===== src/rtl/imm_ext_pipe.sv =====
// Moded immediate / load-data extender with a valid/ready handshake and a
// two-entry skid buffer (output register plus one skid slot).
module imm_ext_pipe #(
  parameter int IN_W  = 16,
  parameter int OUT_W = 32,
  parameter int OFF_W = $clog2(OUT_W/8)
) (
  input  logic             clk,
  input  logic             reset,
  input  logic             in_valid,
  output logic             in_ready,
  input  logic [OUT_W-1:0] in_data,
  input  logic [2:0]       in_mode,
  input  logic [OFF_W-1:0] in_off,
  output logic             out_valid,
  input  logic             out_ready,
  output logic [OUT_W-1:0] out_data,
  output logic             out_err,
  output logic [15:0]      err_count
);

  localparam logic [2:0] M_SEXT = 3'd0;
  localparam logic [2:0] M_ZEXT = 3'd1;
  localparam logic [2:0] M_LUI  = 3'd2;
  localparam logic [2:0] M_LB   = 3'd3;
  localparam logic [2:0] M_LBU  = 3'd4;
  localparam logic [2:0] M_LH   = 3'd5;
  localparam logic [2:0] M_LHU  = 3'd6;

  logic [OUT_W-1:0] res_data;
  logic             res_err;
  logic [7:0]       byte_v;
  logic [15:0]      half_v;

  logic             out_valid_q, out_valid_d;
  logic [OUT_W-1:0] out_data_q,  out_data_d;
  logic             out_err_q,   out_err_d;
  logic             skid_valid_q, skid_valid_d;
  logic [OUT_W-1:0] skid_data_q,  skid_data_d;
  logic             skid_err_q,   skid_err_d;
  logic             in_ready_q,   in_ready_d;
  logic [15:0]      err_cnt_q,    err_cnt_d;

  logic in_fire, out_fire;

  // Byte/halfword extraction: shift the addressed lane down to bit 0.
  always_comb begin
    byte_v   = 8'(in_data >> {in_off, 3'b000});
    half_v   = 16'(in_data >> {in_off, 3'b000});
    res_data = '0;
    res_err  = 1'b0;
    case (in_mode)
      M_SEXT: res_data = {{(OUT_W-IN_W){in_data[IN_W-1]}}, in_data[IN_W-1:0]};
      M_ZEXT: res_data = {{(OUT_W-IN_W){1'b0}}, in_data[IN_W-1:0]};
      M_LUI:  res_data = {in_data[IN_W-1:0], {(OUT_W-IN_W){1'b0}}};
      M_LB:   res_data = {{(OUT_W-8){byte_v[7]}}, byte_v};
      M_LBU:  res_data = {{(OUT_W-8){1'b0}}, byte_v};
      M_LH, M_LHU: begin
        if (in_off[0]) begin
          res_err = 1'b1;
        end else if (in_mode == M_LH) begin
          res_data = {{(OUT_W-16){half_v[15]}}, half_v};
        end else begin
          res_data = {{(OUT_W-16){1'b0}}, half_v};
        end
      end
      default: res_err = 1'b1;
    endcase
  end

  assign in_fire  = in_valid && in_ready_q;
  assign out_fire = out_valid_q && out_ready;

  always_comb begin
    out_valid_d  = out_valid_q;
    out_data_d   = out_data_q;
    out_err_d    = out_err_q;
    skid_valid_d = skid_valid_q;
    skid_data_d  = skid_data_q;
    skid_err_d   = skid_err_q;
    err_cnt_d    = err_cnt_q;

    if (out_fire) begin
      if (skid_valid_q) begin
        out_data_d   = skid_data_q;
        out_err_d    = skid_err_q;
        skid_valid_d = 1'b0;
      end else if (in_fire) begin
        out_data_d = res_data;
        out_err_d  = res_err;
      end else begin
        out_valid_d = 1'b0;
      end
      if (out_err_q && err_cnt_q != 16'hFFFF) begin
        err_cnt_d = err_cnt_q + 16'd1;
      end
    end else if (in_fire) begin
      if (!out_valid_q) begin
        out_valid_d = 1'b1;
        out_data_d  = res_data;
        out_err_d   = res_err;
      end else begin
        skid_valid_d = 1'b1;
        skid_data_d  = res_data;
        skid_err_d   = res_err;
      end
    end

    // Registered ready: it reflects the skid state after this edge.
    in_ready_d = !skid_valid_d;
  end

  always_ff @(posedge clk) begin
    if (reset) begin
      out_valid_q  <= 1'b0;
      out_data_q   <= '0;
      out_err_q    <= 1'b0;
      skid_valid_q <= 1'b0;
      skid_data_q  <= '0;
      skid_err_q   <= 1'b0;
      in_ready_q   <= 1'b1;
      err_cnt_q    <= '0;
    end else begin
      out_valid_q  <= out_valid_d;
      out_data_q   <= out_data_d;
      out_err_q    <= out_err_d;
      skid_valid_q <= skid_valid_d;
      skid_data_q  <= skid_data_d;
      skid_err_q   <= skid_err_d;
      in_ready_q   <= in_ready_d;
      err_cnt_q    <= err_cnt_d;
    end
  end

  assign in_ready  = in_ready_q;
  assign out_valid = out_valid_q;
  assign out_data  = out_data_q;
  assign out_err   = out_err_q;
  assign err_count = err_cnt_q;

endmodule


===== config.mk =====
export PLATFORM = sky130hd
export DESIGN_NAME = imm_ext_pipe
export DESIGN_NICKNAME = d
export VERILOG_FILES = /design/src/rtl/imm_ext_pipe.sv
export SDC_FILE = /design/constraint.sdc
export NUM_CORES = 1
export LEC_CHECK = 0
export ABC_AREA = 1
export ABC_CLOCK_PERIOD_IN_PS = 1450
export CAP_MARGIN = 20
export CORE_ASPECT_RATIO = 1.75
export CORE_UTILIZATION = 49
export CTS_BUF_LIST = sky130_fd_sc_hd__clkbuf_4
export CTS_CLUSTER_SIZE = 28
export DETAILED_ROUTE_END_ITERATION = 8
export MAX_ROUTING_LAYER = met4
export PLACE_DENSITY = 0.88
export RECOVER_POWER = 25
export SLEW_MARGIN = 5
export SYNTH_ARGS = -nofsm -noshare
export SYNTH_HDL_FRONTEND = slang
export SYNTH_SLANG_ARGS = --single-unit

===== constraint.sdc =====
create_clock -name clk -period 1.45 [get_ports clk]
set_input_delay 0.2175 -clock clk [delete_from_list [all_inputs] [get_ports clk]]
set_output_delay 0.2175 -clock clk [all_outputs]
set_load 0.03 [all_outputs]

==> results of run 1 <==
==> what timing repair did <==
item                                    CTS  global route
endpoints found under the setup margin   53            94
endpoints found under the hold margin     0             0
gates resized for setup                 125            79
pin swaps                                 1             2
buffers inserted                          0             5
gates cloned                              0             3
==> synthesized netlist by cell type <==
cell      number  share of area
nand2_1      190           0.14
nor2_1        90          0.068
inv_1         86          0.065
dfxtp_1       85           0.34
a21oi_1       75          0.076
o21ai_0       51          0.052
nand3_1       47          0.048
o21ai_1       29          0.029
nand3_2       23          0.047
clkbuf_1      20          0.015
buf_2         16          0.016
nand4_1        7         0.0089
or2_2          7         0.0089
a21oi_2        5         0.0089
nand2_2        5         0.0063
buf_6          4         0.0091
nor2_2         4         0.0051
nor2_4         4         0.0091
xor2_1         3         0.0053
buf_1          2         0.0015
buf_4          2         0.0030
ha_1           2         0.0051
inv_2          2         0.0015
nand3b_1       2         0.0030
a31oi_1        1         0.0013
inv_4          1         0.0013
nand2_4        1         0.0023
nand4_4        1         0.0043
nor3_2         1         0.0020
o21a_1         1         0.0015
o21ai_2        1         0.0018
o21bai_1       1         0.0015
o21bai_4       1         0.0038
==> cell type report <==
type / count / area (sq um) / area share
Tap cell: 125 / 156.4 / 0.02329
Sequential cell: 85 / 1739 / 0.2590
Multi-Input combinational cell: 552 / 2803 / 0.4174
Inverter: 89 / 336.6 / 0.05013
Clock buffer: 10 / 75.07 / 0.01118
Clock inverter: 6 / 71.32 / 0.01062
Timing Repair Buffer: 164 / 1530 / 0.2279
Antenna cell: 1 / 2.502 / 0.0003727
==> stage by stage <==
stage          instance area [sq um]  TNS [ns]  utilization  hold WS, ns  worst slack [ns]
2_1_floorplan                   5007         0            -       0.4347          0.005749
3_3_place_gp                    6444    -24.92       0.6542       0.4678           -0.3902
3_5_place_dp                    6444    -28.72       0.6542       0.4720           -0.4663
4_1_cts                         6610  -0.05145       0.6711       0.4758          -0.05145
5_1_grt                         6714    -2.104       0.6817       0.5046          -0.09968
6_report                        6714  -0.03864       0.6817       0.4660          -0.01216
==> cells by family after synthesis <==
kind of cell	share of synthesized area
DFF	0.3442
AOI/OAI and AO/OA	0.1757
adders and majority gates	0.005061
xor gates and xnor gates	0.005316
buffers and inverters	0.1131
and+or+nand+nor	0.3566
==> power by group through the flow <==
stage	Sequential (W)	Clock, W	Combinational [W]
final	0.00262	0.00147	0.00166
after CTS	0.00262	0.00146	0.00157
after floorplan	0.00289	0	0.000711
after detailed placement	0.00267	0	0.00162
after global routing	0.00264	0.00156	0.00179
after global placement	0.00267	0	0.00160
==> sequential cells by signal (all words and copies together), names as in the netlist <==
signal	cells
out_data	32
skid_data_q	32
err_count	16
in_ready	1
out_err	1
out_valid	1
skid_err_q	1
skid_valid_q	1
==> critical path, delay by kind of cell, from the launching register on <==
kind,cells,cell delay (ns)
fa+ha+maj,1,0.19
simple gates,2,0.18
flops,1,0.39
buf+inv,2,0.33
compound gates,3,0.32
==> how the worst max path moves through the flow <==
stage / start / end / slack [ns] / depth (start not counted)
floorplan: err_count[0]$_SDFFE_PP0P_ / err_count[13]$_SDFFE_PP0P_ / 0.006 / 8
global placement: in_off[1] / skid_data_q[20]$_SDFFE_PP0P_ / -0.39 / 11
detailed placement: in_off[1] / skid_data_q[8]$_SDFFE_PP0P_ / -0.47 / 11
CTS: err_count[0]$_SDFFE_PP0P_ / err_count[0] / -0.05 / 2
global route: out_valid$_SDFFE_PP0P_ / out_data[23]$_SDFFE_PP0P_ / -0.1 / 9
finish: out_valid$_SDFFE_PP0P_ / out_data[23]$_SDFFE_PP0P_ / -0.01 / 8
==> placed cells by master, fill, tap and decap left out, types with 22 or more instances in the layout <==
| cell | count |
|---|---|
| nor2_1 | 85 |
| dfxtp_1 | 67 |
| o21ai_0 | 45 |
| nand2_1 | 186 |
| o21ai_1 | 35 |
| clkdlybuf4s50_1 | 37 |
| a21oi_1 | 65 |
| nand3_2 | 22 |
| buf_4 | 57 |
| clkbuf_2 | 22 |
| nand3_1 | 46 |
| inv_1 | 84 |
==> layer usage <==
layer  GRT usage  wire length, microns  vias to the layer above
met3     0.04257                   780                       64
met1      0.3049                  5600                     2545
met4      0.1749                   801                        0
met5           -                     0                        -
met2      0.5098                  8138                      258
li1            -                     -                     2727
==> results.yml, run 1 <==
synthesis:
  syn-cell-area_sq_mm: 0.004943
  avgSynthCellArea_sq_um: 6.420
  synthCells: 770
  yosysWarnings: 0
  synth_nets: 813
  synth_seq_area_share: 0.3442
  synth_cell_types: 33
  synth_seq_cells: 85
critical_path:
  path_cells: "nand2_2 > ha_2 > nor2_2 > o21ai_2 > inv_2 > buf_12 > o21ai_0 > a21oi_1"
  worst_ep_required_time_ns: 1.85
  critical-path-max-stage-delay_ns: 0.39
  crit_fanout: 11
  start_kind: "register"
  critPathKind: "register to register"
  rr_worst_depth: 8
  arrival_ns: 1.86
  worstReg2RegStart: "out_valid$_SDFFE_PP0P_"
  cpMaxStageDelayCell: "dfxtp_4"
  cp-end-kind: "register"
  r2r_slack_ns: -0.01
  worstReg2RegEnd: "out_data[23]$_SDFFE_PP0P_"
cts:
  clk_pin_slew_ns: 0.14
  clk-insertion-delay-late_ns: 0.47
  htree_levels: 3
  root_buffer: "clkbuf_4"
  cts_tree: "done"
  ctsHoldBuffers: 0
  clockBufferDepth: 2
  cts_buffers: 9
  cts_sinks: 85
floorplanning:
  die_h_microns: 134.9
  floorplan.rows: 48
  die_area_sq_mm: 0.01051
  dieWidth_microns: 77.93
  initial_utilization: 0.5019
  core_sq_mm: 0.009849
  ios: 92
detailed_routing:
  antenna_left: 0
  dr.pass1.iters: 6
  drt_iter0_markers: 431
  detail_route.vias_per_cell: 5.421
  drc_errors: 0
  vias: 5594
  wl_per_cell_microns: 14.85
  drt_wl_total_microns: 15320
sta:
  setup_viol: 6
  fin_crit_sh: 1.008
  tightestPinTransition_ns: 0.3829
  relSlewSlack: 0.7447
  skew_ns: 0.02102
  finalWorstSetupSlack_ns: -0.01216
  drv_slew: 0
  fin_crit_ns: 1.462
  fmax_ghz: 0.6839
  rsz0062_at_grt: "true"
  hold_viol: 0
power_and_ir_drop:
  switchingPower_w: 0.002018
  p_comb_frac: 0.289
  seqPwrFrac: 0.456
  p_int_w: 0.003733
  pwr-share-clk: 0.255
  ir_drop_v: 0.0004839
  swShare: 0.3509
  power_leakage_nw: 3.332
  power_density_mw_per_mm2: 856.6
  power_w: 0.005751
layout:
  area_growth_syn_to_layout_pct: 35.81
  nNetsFinal: 944
  drive_above_1_share: 0.2583
  stdcell_count: 1032
  nFillCells: 795
placement:
  dp_hpwl_microns: 10590
  numPortBuffers: 91
  dpl.cell_count: 1007
  gp_congestion: 0.9544
hold_path:
  holdCritPathClass: "input port to register"
  holdPathStages: 6
  hold_end: "skid_err_q$_SDFFE_PP0P_"
  hp-start: "in_mode[0]"
flow_run:
  maxCapViolations: 0
global_routing:
  grt_pass1_wl_microns: 23370
  antenna_found_initial: 1
  gr-total-overflow: 0
  grt_max_degree: 43
  track_usage: 0.2906
  grt_pass1_vias: 5043
status:
  violations: "negative setup slack"
  status: "complete, but fails checks"
Power figures use the tool's default switching activity.
==> inputs of run 2 (changes only) <==
- CAP_MARGIN: 20 -> 25
- GPL_TIMING_DRIVEN: default -> 0
==> run 2 against run 1 <==
The flow still finishes with violations (negative setup slack). Sequential share of layout area rose by 0.93 points. Combinational power fell by 2%. Total power rose by 0.13%. Highest routed layer unchanged. Die area did not move. Clock power rose by 3%. Setup slack got worse by 0.039 ns. Count of clock-buffer cells in the layout fell by 1.
==> results.yml, run 2 (synthesized netlist as in run 1, its figures left out) <==
status:
  status: "complete, but fails checks"
  violations: "negative setup slack"
cts:
  htree_levels: 3
  clk_pin_slew_ns: 0.14
  cts_tree: "done"
  clockBufferDepth: 2
  cts_sinks: 85
  clk-insertion-delay-late_ns: 0.46
  cts_buffers: 9
  root_buffer: "clkbuf_4"
detailed_routing:
  drt_wl_total_microns: 14990
  wl_per_cell_microns: 14.81
  vias: 5445
  drt_iter0_markers: 308
  dr.pass1.iters: 6
  antenna_left: 0
  detail_route.vias_per_cell: 5.380
  drc_errors: 0
flow_run:
  maxCapViolations: 0
critical_path:
  worstReg2RegEnd: "out_data[19]$_SDFFE_PP0P_"
  rr_worst_depth: 8
  crit_fanout: 8
  cp-end-kind: "register"
  r2r_slack_ns: -0.05
  critPathCapture: "out_data[19]$_SDFFE_PP0P_"
  start_kind: "register"
  critPathKind: "register to register"
  worst_ep_required_time_ns: 1.82
  worstReg2RegStart: "out_valid$_SDFFE_PP0P_"
  arrival_ns: 1.87
  critPathLaunch: "out_valid$_SDFFE_PP0P_"
sta:
  drv_slew: 0
  fin_crit_ns: 1.501
  whs_ns: 0.2404
  relSlewSlack: 0.5465
  hold_viol: 0
  tightestPinTransition_ns: 0.6802
  setup_viol: 24
  fin_crit_sh: 1.035
  finalWorstSetupSlack_ns: -0.05091
  skew_ns: 0.01484
  rsz0062_at_grt: "true"
  fmax_ghz: 0.6663
floorplanning:
  core_sq_mm: 0.009849
  initial_utilization: 0.5019
  dieWidth_microns: 77.93
  ios: 92
  die_area_sq_mm: 0.01051
  floorplan.rows: 48
  die_h_microns: 134.9
power_and_ir_drop:
  power_density_mw_per_mm2: 889.9
  switchingPower_w: 0.001961
  pwr-share-clk: 0.262
  ir_drop_v: 0.0006333
  power_leakage_nw: 3.177
  p_comb_frac: 0.281
  seqPwrFrac: 0.457
  swShare: 0.3406
  p_int_w: 0.003797
global_routing:
  grt_pass1_wl_microns: 23160
  gr-total-overflow: 0
  grt_pass1_vias: 4946
  track_usage: 0.2916
  antenna_found_initial: 1
  grt_max_degree: 14
placement:
  dp_hpwl_microns: 10630
  gp_congestion: 0.9850
  numPortBuffers: 88
  dpl.cell_count: 983
layout:
  layout.core_utilization: 0.6570
  final_cell_mix: "185 x nand2_1, 82 x inv_1, 80 x nor2_1, 72 x a21oi_1, 67 x dfxtp_1"
  final_common_cell: "nand2_1"
  nFillCells: 877
  nNetsFinal: 926
  area_growth_syn_to_layout_pct: 30.90
  drive_above_1_share: 0.2460
  stdcell_count: 1012
hold_path:
  holdCritPathClass: "input port to register"
  hp-start: "in_mode[2]"
## run 2: changes by cell type in the layout (fill, tap and decap cells not counted), sizes merged
cell | before | now
clkdlybuf4s50 | 37 | 35
clkinvlp | 2 | 0
buf | 77 | 43
clkbuf | 34 | 52
dlymetal6s2s | 3 | 2
inv | 91 | 89
clkinv | 1 | 3
bufinv | 1 | 2
## run 2: worst max-delay path, stage by stage (launching register included)
cell	delay, ns
dfxtp_4	0.39
nand2_4	0.08
ha_2	0.18
nor2_2	0.05
o21ai_4	0.12
clkinv_4	0.20
clkbuf_16	0.21
o21ai_1	0.13
a21oi_1	0.06
## run 2: area by class of cell
class / count / area, sq um / area share
antenna: 1 / 2.502 / 0.0003867
buffer: 44 / 285.3 / 0.04408
clock buffer: 9 / 67.56 / 0.01044
clock inverter: 5 / 76.32 / 0.01179
inverter: 89 / 349.1 / 0.05394
multi-input combinational: 552 / 2883 / 0.4455
sequential: 85 / 1737 / 0.2684
tap: 125 / 156.4 / 0.02417
timing repair buffer: 102 / 914.6 / 0.1413
## run 2: how the worst min path moves through the flow
stage | endpoint | depth (start not counted)
after floorplan | skid_data_q[0]$_SDFFE_PP0P_ | 4
after global placement | err_count[10]$_SDFFE_PP0P_ | 2
after detailed placement | err_count[10]$_SDFFE_PP0P_ | 2
after CTS | skid_data_q[19]$_SDFFE_PP0P_ | 4
after global routing | skid_err_q$_SDFFE_PP0P_ | 4
final | out_err$_SDFFE_PP0P_ | 4
## run 2: timing repair
item | 4_1_cts | 5_1_grt
pin swaps | 1 | 8
endpoints found under the setup margin | 122 | 112
gates cloned | 0 | 3
resized for setup | 114 | 152
setup buffers | 5 | 6
hold buffers | 0 | 0
## run 2: metrics by stage
| stage | power [W] | setup TNS, ns | cell area, sq um | worst slack, ns |
|---|---|---|---|---|
| floorplan | 0.003600 | 0 | 5007 | 0.005749 |
| detailed placement | 0.004187 | -33.14 | 6045 | -0.5759 |
| global placement | 0.004166 | -31.82 | 6045 | -0.5642 |
| finish | 0.005758 | -0.4320 | 6471 | -0.05091 |
| global route | 0.006028 | -2.184 | 6471 | -0.09425 |
| CTS | 0.005606 | -3.153 | 6251 | -0.1370 |
## run 2: power by group through the flow
stage	Combinational [W]	Clock, W	Sequential, W
finish	0.00162	0.00151	0.00263
global route	0.00175	0.00162	0.00266
CTS	0.00148	0.00152	0.00261
detailed placement	0.00152	0	0.00267
global placement	0.00150	0	0.00266
floorplan	0.000711	0	0.00289
## run 2: metal layers
layer  track usage  wire [microns]  vias up
met5             -               0        -
met4        0.2222            1139        0
met3       0.04122             701       74
met2        0.5147            7728      241
met1        0.2848            5418     2437
li1              -               -     2693
